File: src/rtl/ram4k_arbiter_pkg.sv
// Shared definitions for the ram4k arbiter: RAM geometry, port ids and the
// lock-owner record used by the arbiter and its picker.
package ram4k_arbiter_pkg;

  localparam int RAM_ADDR_W = 12;
  localparam int RAM_DATA_W = 16;

  localparam logic PORT_CPU = 1'b0;
  localparam logic PORT_DMA = 1'b1;

  typedef struct packed {
    logic valid;
    logic id;
  } owner_t;

  localparam owner_t OWNER_NONE = '{valid: 1'b0, id: 1'b0};

  function automatic logic [1:0] port_onehot(input logic port);
    return port ? 2'b10 : 2'b01;
  endfunction

endpackage

File: src/rtl/rr_pick2.sv
// Two-way winner selection: a locking owner keeps the port while allowed,
// otherwise round-robin on a tie, otherwise the lone requester.
module rr_pick2
  import ram4k_arbiter_pkg::*;
(
  input  logic [1:0] req,
  input  logic       last,
  input  owner_t     owner,
  input  logic       keep,
  output logic [1:0] gnt
);

  // NOTE: every output of a combinational block gets a default first, so no path can infer a latch.
  always_comb begin
    gnt = 2'b00;
    if (owner.valid && req[owner.id] && keep)
      gnt = port_onehot(owner.id);
    else if (&req)
      gnt = port_onehot(~last);
    else
      gnt = req;
  end

endmodule

File: src/rtl/ram4k_arbiter.sv
// Arbitrates CPU (port 0) and loader/DMA (port 1) onto one single-port ram4k,
// with registered read data and a bounded burst lock.
module ram4k_arbiter
  import ram4k_arbiter_pkg::*;
#(
  parameter int ADDR_W   = RAM_ADDR_W,
  parameter int DATA_W   = RAM_DATA_W,
  parameter int MAX_HOLD = 4
) (
  input  logic              clk,
  input  logic              rst_n,
  input  logic              req0,
  input  logic              req1,
  input  logic              we0,
  input  logic              we1,
  input  logic              lock0,
  input  logic              lock1,
  input  logic [ADDR_W-1:0] addr0,
  input  logic [ADDR_W-1:0] addr1,
  input  logic [DATA_W-1:0] wdata0,
  input  logic [DATA_W-1:0] wdata1,
  output logic              gnt0,
  output logic              gnt1,
  output logic              rvalid0,
  output logic              rvalid1,
  output logic [DATA_W-1:0] rdata0,
  output logic [DATA_W-1:0] rdata1,
  output logic [ADDR_W-1:0] ram_address,
  output logic [DATA_W-1:0] ram_in,
  output logic              ram_load,
  input  logic [DATA_W-1:0] ram_out
);

  localparam int HOLD_W = $clog2(MAX_HOLD + 1);
  localparam logic [HOLD_W-1:0] HOLD_MAX = HOLD_W'(MAX_HOLD);

  logic [1:0] req, we, lock;
  assign req  = {req1, req0};
  assign we   = {we1, we0};
  assign lock = {lock1, lock0};

  owner_t            owner_q, owner_d;
  logic              last_q, last_d;
  logic [HOLD_W-1:0] hold_q, hold_d;
  logic [1:0]        rvalid_q, rvalid_d;
  logic [DATA_W-1:0] rdata0_q, rdata0_d, rdata1_q, rdata1_d;

  // Owner may stay while under its hold budget, or indefinitely if the other port is idle.
  logic keep;
  assign keep = lock[owner_q.id] & ((hold_q < HOLD_MAX) | ~req[~owner_q.id]);

  logic [1:0] pick, gnt;
  rr_pick2 u_pick (
    .req   (req),
    .last  (last_q),
    .owner (owner_q),
    .keep  (keep),
    .gnt   (pick)
  );

  assign gnt     = rst_n ? pick : 2'b00;
  assign gnt0    = gnt[0];
  assign gnt1    = gnt[1];

  logic granted, win;
  assign granted = |gnt;
  assign win     = gnt[1];

  always_comb begin
    ram_address = '0;
    ram_in      = '0;
    ram_load    = 1'b0;
    if (granted) begin
      ram_address = win ? addr1  : addr0;
      ram_in      = win ? wdata1 : wdata0;
      ram_load    = we[win];
    end
  end

  always_comb begin
    owner_d  = owner_q;
    hold_d   = hold_q;
    last_d   = last_q;
    rvalid_d = 2'b00;
    rdata0_d = rdata0_q;
    rdata1_d = rdata1_q;
    if (granted) begin
      last_d = win;
      if (!we[win]) begin
        rvalid_d[win] = 1'b1;
        if (win) rdata1_d = ram_out;
        else     rdata0_d = ram_out;
      end
      if (lock[win]) begin
        owner_d = '{valid: 1'b1, id: win};
        if (owner_q.valid && owner_q.id == win)
          hold_d = (hold_q == HOLD_MAX) ? hold_q : hold_q + HOLD_W'(1);
        else
          hold_d = HOLD_W'(1);
      end else begin
        owner_d = OWNER_NONE;
        hold_d  = '0;
      end
    end
  end

  // NOTE: sequential state uses non-blocking assignments so all registers update together at the edge.
  always_ff @(posedge clk) begin
    if (!rst_n) begin
      owner_q  <= OWNER_NONE;
      last_q   <= PORT_DMA;
      hold_q   <= '0;
      rvalid_q <= 2'b00;
      rdata0_q <= '0;
      rdata1_q <= '0;
    end else begin
      owner_q  <= owner_d;
      last_q   <= last_d;
      hold_q   <= hold_d;
      rvalid_q <= rvalid_d;
      rdata0_q <= rdata0_d;
      rdata1_q <= rdata1_d;
    end
  end

  assign rvalid0 = rvalid_q[0];
  assign rvalid1 = rvalid_q[1];
  assign rdata0  = rdata0_q;
  assign rdata1  = rdata1_q;

endmodule
File: config.mk
export PLATFORM = sky130hd
export DESIGN_NAME = ram4k_arbiter
export DESIGN_NICKNAME = d
export VERILOG_FILES = /design/src/rtl/ram4k_arbiter_pkg.sv /design/src/rtl/rr_pick2.sv /design/src/rtl/ram4k_arbiter.sv
export SDC_FILE = /design/constraint.sdc
export NUM_CORES = 1
export LEC_CHECK = 0
export CAP_MARGIN = 25
export CORE_MARGIN = 2
export CORE_UTILIZATION = 37
export DETAILED_ROUTE_END_ITERATION = 8
export GPL_TIMING_DRIVEN = 0
export PLACE_DENSITY = 0.86
export SLEW_MARGIN = 20
export SYNTH_ARGS = -nofsm -noshare
export SYNTH_HDL_FRONTEND = slang
export SYNTH_SLANG_ARGS = --single-unit
File: constraint.sdc
create_clock -name clk -period 4.4 [get_ports clk]
set_input_delay 0.88 -clock clk [delete_from_list [all_inputs] [get_ports clk]]
set_output_delay 0.88 -clock clk [all_outputs]
set_load 0.02 [all_outputs]
* Word level (Yosys, flattened, before mapping)
Cells that the tools add are included.
Cells by class: bitwise logic cells 8, $lt $le $gt $ge 5, equal/unequal tests 3, reduce and logical (&&, ||, !) cells 10, $add $sub $neg 1, multiplexer cells 26
Operators with widths (number):
- 2-to-1 mux 16 bit | 2
- 2-to-1 mux 12 bit | 2
- 2-to-1 mux 1 bit | 12
- 2-to-1 mux 2 bit | 6
- 2-to-1 mux 3 bit | 3
- less-than comparator 1 x 2 -> 1 bit, second input constant | 3
- inverter 1 bit | 6
- AND reduction 3 bit | 2
- logical AND 1 bit | 4
- AND reduction 2 bit | 2
- adder 3 x 1 -> 3 bit, second input constant | 1
- equality test 3 bit, second input constant | 1
- less-than comparator 3 bit, second input constant | 1
- inequality test 3 bit, second input constant | 1
- OR reduction 3 bit | 1
- OR reduction 2 bit | 1
- AND 1 bit | 1
- demux 1 bit (select 1 bit) | 1
- equality test 1 bit | 1
- greater-or-equal comparator 1 bit, second input constant | 1
- bitwise OR 1 bit | 1
Storage, ports and cells: word-level logic and storage cells 60, bits of input ports 80, output and inout bits 65, register bits after elaboration 40

* Depth between registers and ports, before layout
depth after elaboration 13, depth in mapped cells 7, depth with buffers taken out 5

* By module
A second synthesis with hierarchy kept.
Unflattened totals: cell total of the unflattened synthesis 249, area total of the unflattened synthesis 1954.4 sq um
Modules (own cells, without submodules):
- ram4k_arbiter | area each 1903.1 sq um, cells an instance 242, seq. area each 800.8 sq um, instances 1
- rr_pick2 | area each 51.3 sq um, cells an instance 7, seq. area each 0.0 sq um, instances 1

* Worst setup path before layout
Ideal clock, no wire load.
kind input to output, start point input req0, end point output ram_in[10], data required time 3520 ps, arrival time 2464 ps, path slack 1056 ps, buffers on the path 3, cell stages on the path 7, path through buf_2 -> a21bo_2 -> o31ai_1 -> and3_1 -> clkbuf_1 -> clkbuf_1 -> a22o_1
On the way: cells in the longest elaborated chain, start to end 10
Ends and longest elaborated chain:
- start, declared | RTL line ram4k_arbiter.sv:12 | input logic req0,
- 2-to-1 mux 1 bit (implied by the code) (2 in series) | RTL line ram4k_arbiter.sv:50 | assign keep = lock[owner_q.id] & ((hold_q < HOLD_MAX) | ~req[~owner_q.id]);
- inverter 1 bit | RTL line ram4k_arbiter.sv:50
- bitwise OR 1 bit | RTL line ram4k_arbiter.sv:50
- AND 1 bit | RTL line ram4k_arbiter.sv:50
- logical AND 1 bit | RTL line rr_pick2.sv:16 | if (owner.valid && req[owner.id] && keep)
- 2-to-1 mux 2 bit (*) | RTL line rr_pick2.sv:16
- 2-to-1 mux 2 bit (*) | RTL line ram4k_arbiter.sv:61 | assign gnt = rst_n ? pick : 2'b00;
- net gnt1 | RTL line ram4k_arbiter.sv:23 | output logic gnt1,
- 2-to-1 mux 16 bit or OR reduction 2 bit (tied branches) | RTL line ram4k_arbiter.sv:75, ram4k_arbiter.sv:66
- 2-to-1 mux 16 bit (*) | RTL line ram4k_arbiter.sv:73 | if (granted) begin
- end, declared | RTL line ram4k_arbiter.sv:29 | output logic [DATA_W-1:0] ram_in,
Mark *: on every way through the listed nets, which the timed path passes. The rest lies on a longest branch. The select of a mux whose other input is x is not followed.

* Worst setup path in the final report
start point input lock1, end point output ram_in[3]
On the way: cells in the longest elaborated chain, start to end 8
Ends and longest elaborated chain:
- start, declared | RTL line ram4k_arbiter.sv:17 | input logic lock1,
- 2-to-1 mux 1 bit (implied by the code) (*) (2 in series) | RTL line ram4k_arbiter.sv:50
- AND 1 bit (*) | RTL line ram4k_arbiter.sv:50
- logical AND 1 bit (*) | RTL line rr_pick2.sv:16
- 2-to-1 mux 2 bit (*) | RTL line rr_pick2.sv:16
- 2-to-1 mux 2 bit (*) | RTL line ram4k_arbiter.sv:61
- 2-to-1 mux 16 bit or OR reduction 2 bit (tied branches) | RTL line ram4k_arbiter.sv:75, ram4k_arbiter.sv:66
- 2-to-1 mux 16 bit (*) | RTL line ram4k_arbiter.sv:73
Every way passes the cells marked *; elsewhere a longest branch is shown, timed or not. The select of a mux whose other input is x is not followed.

==> flow_summary_export.csv <==
group,metric,value,unit
setup_path,cp_common_cell,"clkdlybuf4s50_1",
setup_path,timing.rr.start,"owner_q[1]$_SDFFE_PN0P_",
die,floorplan.io_pins,145,
timing,timing_worst_slew_pin_value,539,ps
pwr,p_clk_share,29.8,%
final_layout,layout.cells.most_common,"clkdlybuf4s50_1",
global_routing,grt_pass1_vias,2276,
global_routing,grt_antenna_before_repair,0,
hold_path,timing.hold.worst_endpoint,"rdata1[7]$_SDFFE_PN0P_",
pwr,power_density,271,nW/um^2
routing,drt_wl_total,6.84,mm
setup_path,critPathArrivalTime,3330,ps
setup_path,critPathLaunchType,"primary input",
status,run_status,"complete, no violations",
clock_network,cts-root-buf,"clkbuf_8",
clock_network,holdBufCountCts,0,
global_routing,grt_usage,22.6,%
global_routing,grt_pass1_wl,11.0,mm
setup_path,critical_path.startpoint,"lock1",
clock_network,numCtsBuffers,5,
pwr,peakVddDrop,263,uV
routing,avgViaCountPerCell,5.05,
clock_network,cts.reportedPaths.clkPinSlew,80,ps
synthesis,post-synth-top-area-cell,"dfxtp_1",
global_routing,global_route.overflow_total,0,
synthesis,synth.distinct_cells,40,
die,num_rows,26,
synthesis,synth_seq_area_share,40.2,%
final_layout,drive_above_1_share,7.63,%
placed_design,detailed_place_hpwl,5.55,mm
pwr,switching_share,27.6,%
setup_path,reg2reg_setup_slack,2340,ps
synthesis,synth-async-reset-ratio,0,%
timing,report.final.slew_viol_count,0,
synthesis,synthesis.nets,313,
routing,drt_antenna_net_count,0,
setup_path,worst_r2r_endpoint,"rdata1[6]$_SDFFE_PN0P_",
job,max_cap_viol_count,0,
pwr,combPwrFrac,30.4,%
synthesis,syn_inst,231,
timing,final_hold_viol_count,0,
pwr,seq_power_share,39.8,%
pwr,cell_internal_pwr,0.000712,W
timing,worst_clock_skew,5.86,ps
routing,via_count,2273,
placed_design,io_buffers,142,
pwr,p_leak,1.38,nW
pwr,p_sw,0.000271,W
die,chipHeight,77.4,um
synthesis,synth_edf_count,0,
clock_network,cts_tree,"built",
timing,max-slew-margin-rel,63.8,%
final_layout,count_of_inserted_antenna_diode_cells,0,
synthesis,synth-seq-cells,40,
synthesis,post_synth_instance_area,1990,um^2
clock_network,clock_sinks,40,
setup_path,timing.critical_path.cells,"clkdlybuf4s50_1, nand3_1, or3_4, a31oi_2, nor2_1, clkbuf_2, a22o_1, clkdlybuf4s50_1",
global_routing,grt_max_degree,14,
setup_path,worst_setup_path_type,"in -> out",
routing,detail_route.drc_violations,0,
synthesis,postSynthAreaPerCell,8.63,um^2
setup_path,number_of_cells_on_the_worst_reg_to_reg_path,5,
die,standard_cell_core_area,5140,um^2
placed_design,globalplace.congestion,0.909,
routing,dr.pass1.iters,4,
pwr,power.total,0.000983,W
setup_path,max_fo_critical_path,10,
die,floorplan.die.width,77.4,um
die,start_util,38.8,%
timing,setup_violations,0,
clock_network,cts_htree_levels,2,
timing,grt_setup_unrepaired,"no",
die,die-area,5990,um^2
timing,f_max,0.237,GHz
setup_path,worst_setup_path_end_kind,"output pin",
setup_path,required,3520,ps
setup_path,crit_slowest_cell,"clkdlybuf4s50_1",
timing,final_critical_path_time_including_i_o_delays_and_setup,4210,ps
timing,finalCritPeriodShare,95.8,%
routing,routed_wire_length_per_instance,15.2,um
final_layout,stdcell_area,3630,um^2
placed_design,placed_cell_area,3500,um^2
routing,detailedRoute.firstIterationViolations,145,
clock_network,clock_path_buffers,2,
synthesis,ys_warn_count,0,
final_layout,design.final.nets,461,
synthesis,yosys_most_used_dff,"dfxtp_1",
hold_path,timing.hold.worst.start,"rdata1[7]$_SDFFE_PN0P_",
hold_path,holdCritPathClass,"reg -> reg",
synthesis,post-synth-top-area-fraction,40.2,%
clock_network,worst_skew_pair.late_latency,280,ps
synthesis,largest_cells_by_area_after_synthesis,"dfxtp_1, a22o_1, mux2i_1, nand2_1, o21ai_0",
setup_path,slowest_delay,580,ps
hold_path,hold-path-cell-count,2,
final_layout,syn2layout_area_growth,82.1,%
final_layout,mostFrequentLayoutCells,"clkdlybuf4s50_1, dfxtp_1, nand2_1",
clock_network,postCtsSetupBuffers,0,
-- power by group through the flow --
stage | Clock (W) | Combinational, W | Sequential, W
2_1_floorplan | 0 | 0.000114 | 0.000417
3_3_place_gp | 0 | 0.000294 | 0.000399
3_5_place_dp | 0 | 0.000298 | 0.000400
4_1_cts | 0.000296 | 0.000300 | 0.000391
5_1_grt | 0.000313 | 0.000320 | 0.000394
6_report | 0.000293 | 0.000299 | 0.000392
-- synthesized netlist by cell type (2+ instances only) --
library cell  count
a211oi_1          4
a21oi_1           3
a22o_1           29
a31oi_1           2
and3_1            3
buf_2             3
buf_4             4
clkbuf_1         12
dfxtp_1          40
ha_1              2
inv_1             5
mux2_2            2
mux2i_1          16
nand2_1          39
nand3_1           3
nor2_1           21
nor3_1            4
o21ai_0          16
o31ai_1           2
-- worst max-delay path, delay by kind of cell --
family | cells | cell delay (ps)
buf+inv | 3 | 1340
compound gates | 2 | 460
simple gates | 3 | 660
-- worst max-delay path by stage --
stage	slack [ps]	cells after the start	end
4_1_cts	70	8	ram_in[15]
3_5_place_dp	-60	8	ram_address[11]
6_report	190	8	ram_in[3]
3_3_place_gp	-80	8	ram_address[11]
5_1_grt	20	8	ram_address[3]
2_1_floorplan	1060	7	ram_in[10]
-- cell type report --
cell class | count | area, um^2
buffer | 18 | 96.3
clock buffer | 5 | 68.8
clock inverter | 3 | 42.5
fill | 444 | 1510
inverter | 6 | 22.5
multi-input combinational | 166 | 1090
sequential | 40 | 801
tap | 70 | 87.6
timing repair buffer | 142 | 1430
-- metal layers --
metal | global-route usage (%) | part of all wire [%]
met5 | 0 | 0
met2 | 40.1 | 54
met4 | 4.64 | 0.64
met1 | 27.9 | 40
met3 | 5.35 | 5.9
-- what timing repair did --
item,4_1_cts,5_1_grt
gates resized for setup,3,13
endpoints found under the hold margin,0,0
cloned,0,0
setup endpoints to repair,27,29
-- cell families (layout without fill, tap and decap cells) --
kind of cell	count (synthesis)	in the layout	synth area share [%]
adder cells (fa/ha/maj)	2	2	1.25
AND/OR/NAND/NOR	77	77	16.5
buffers and inverters	25	174	5.65
multiplexers	18	18	9.16
flip-flops	40	40	40.2
AO/OA/AOI/OAI	69	69	27.3
-- per-stage QoR --
step	util, %	setup WS [ps]	setup TNS [ps]	hold slack [ps]	instances
floorplan	-	1060	0	471	231
global placement	68.2	-78.9	-848	440	443
detailed placement	68.2	-62.7	-619	450	443
CTS	70.4	71.6	0	461	451
global route	70.7	17.6	0	483	450
finish	70.7	186	0	457	450
-- registers in the layout, summed over array words and instances, names as in the netlist --
name	flops
hold_q	3
last_q	1
owner_q	2
rdata0	16
rdata1	16
rvalid_q	2
Note: power is estimated with default switching activity, not from simulation.
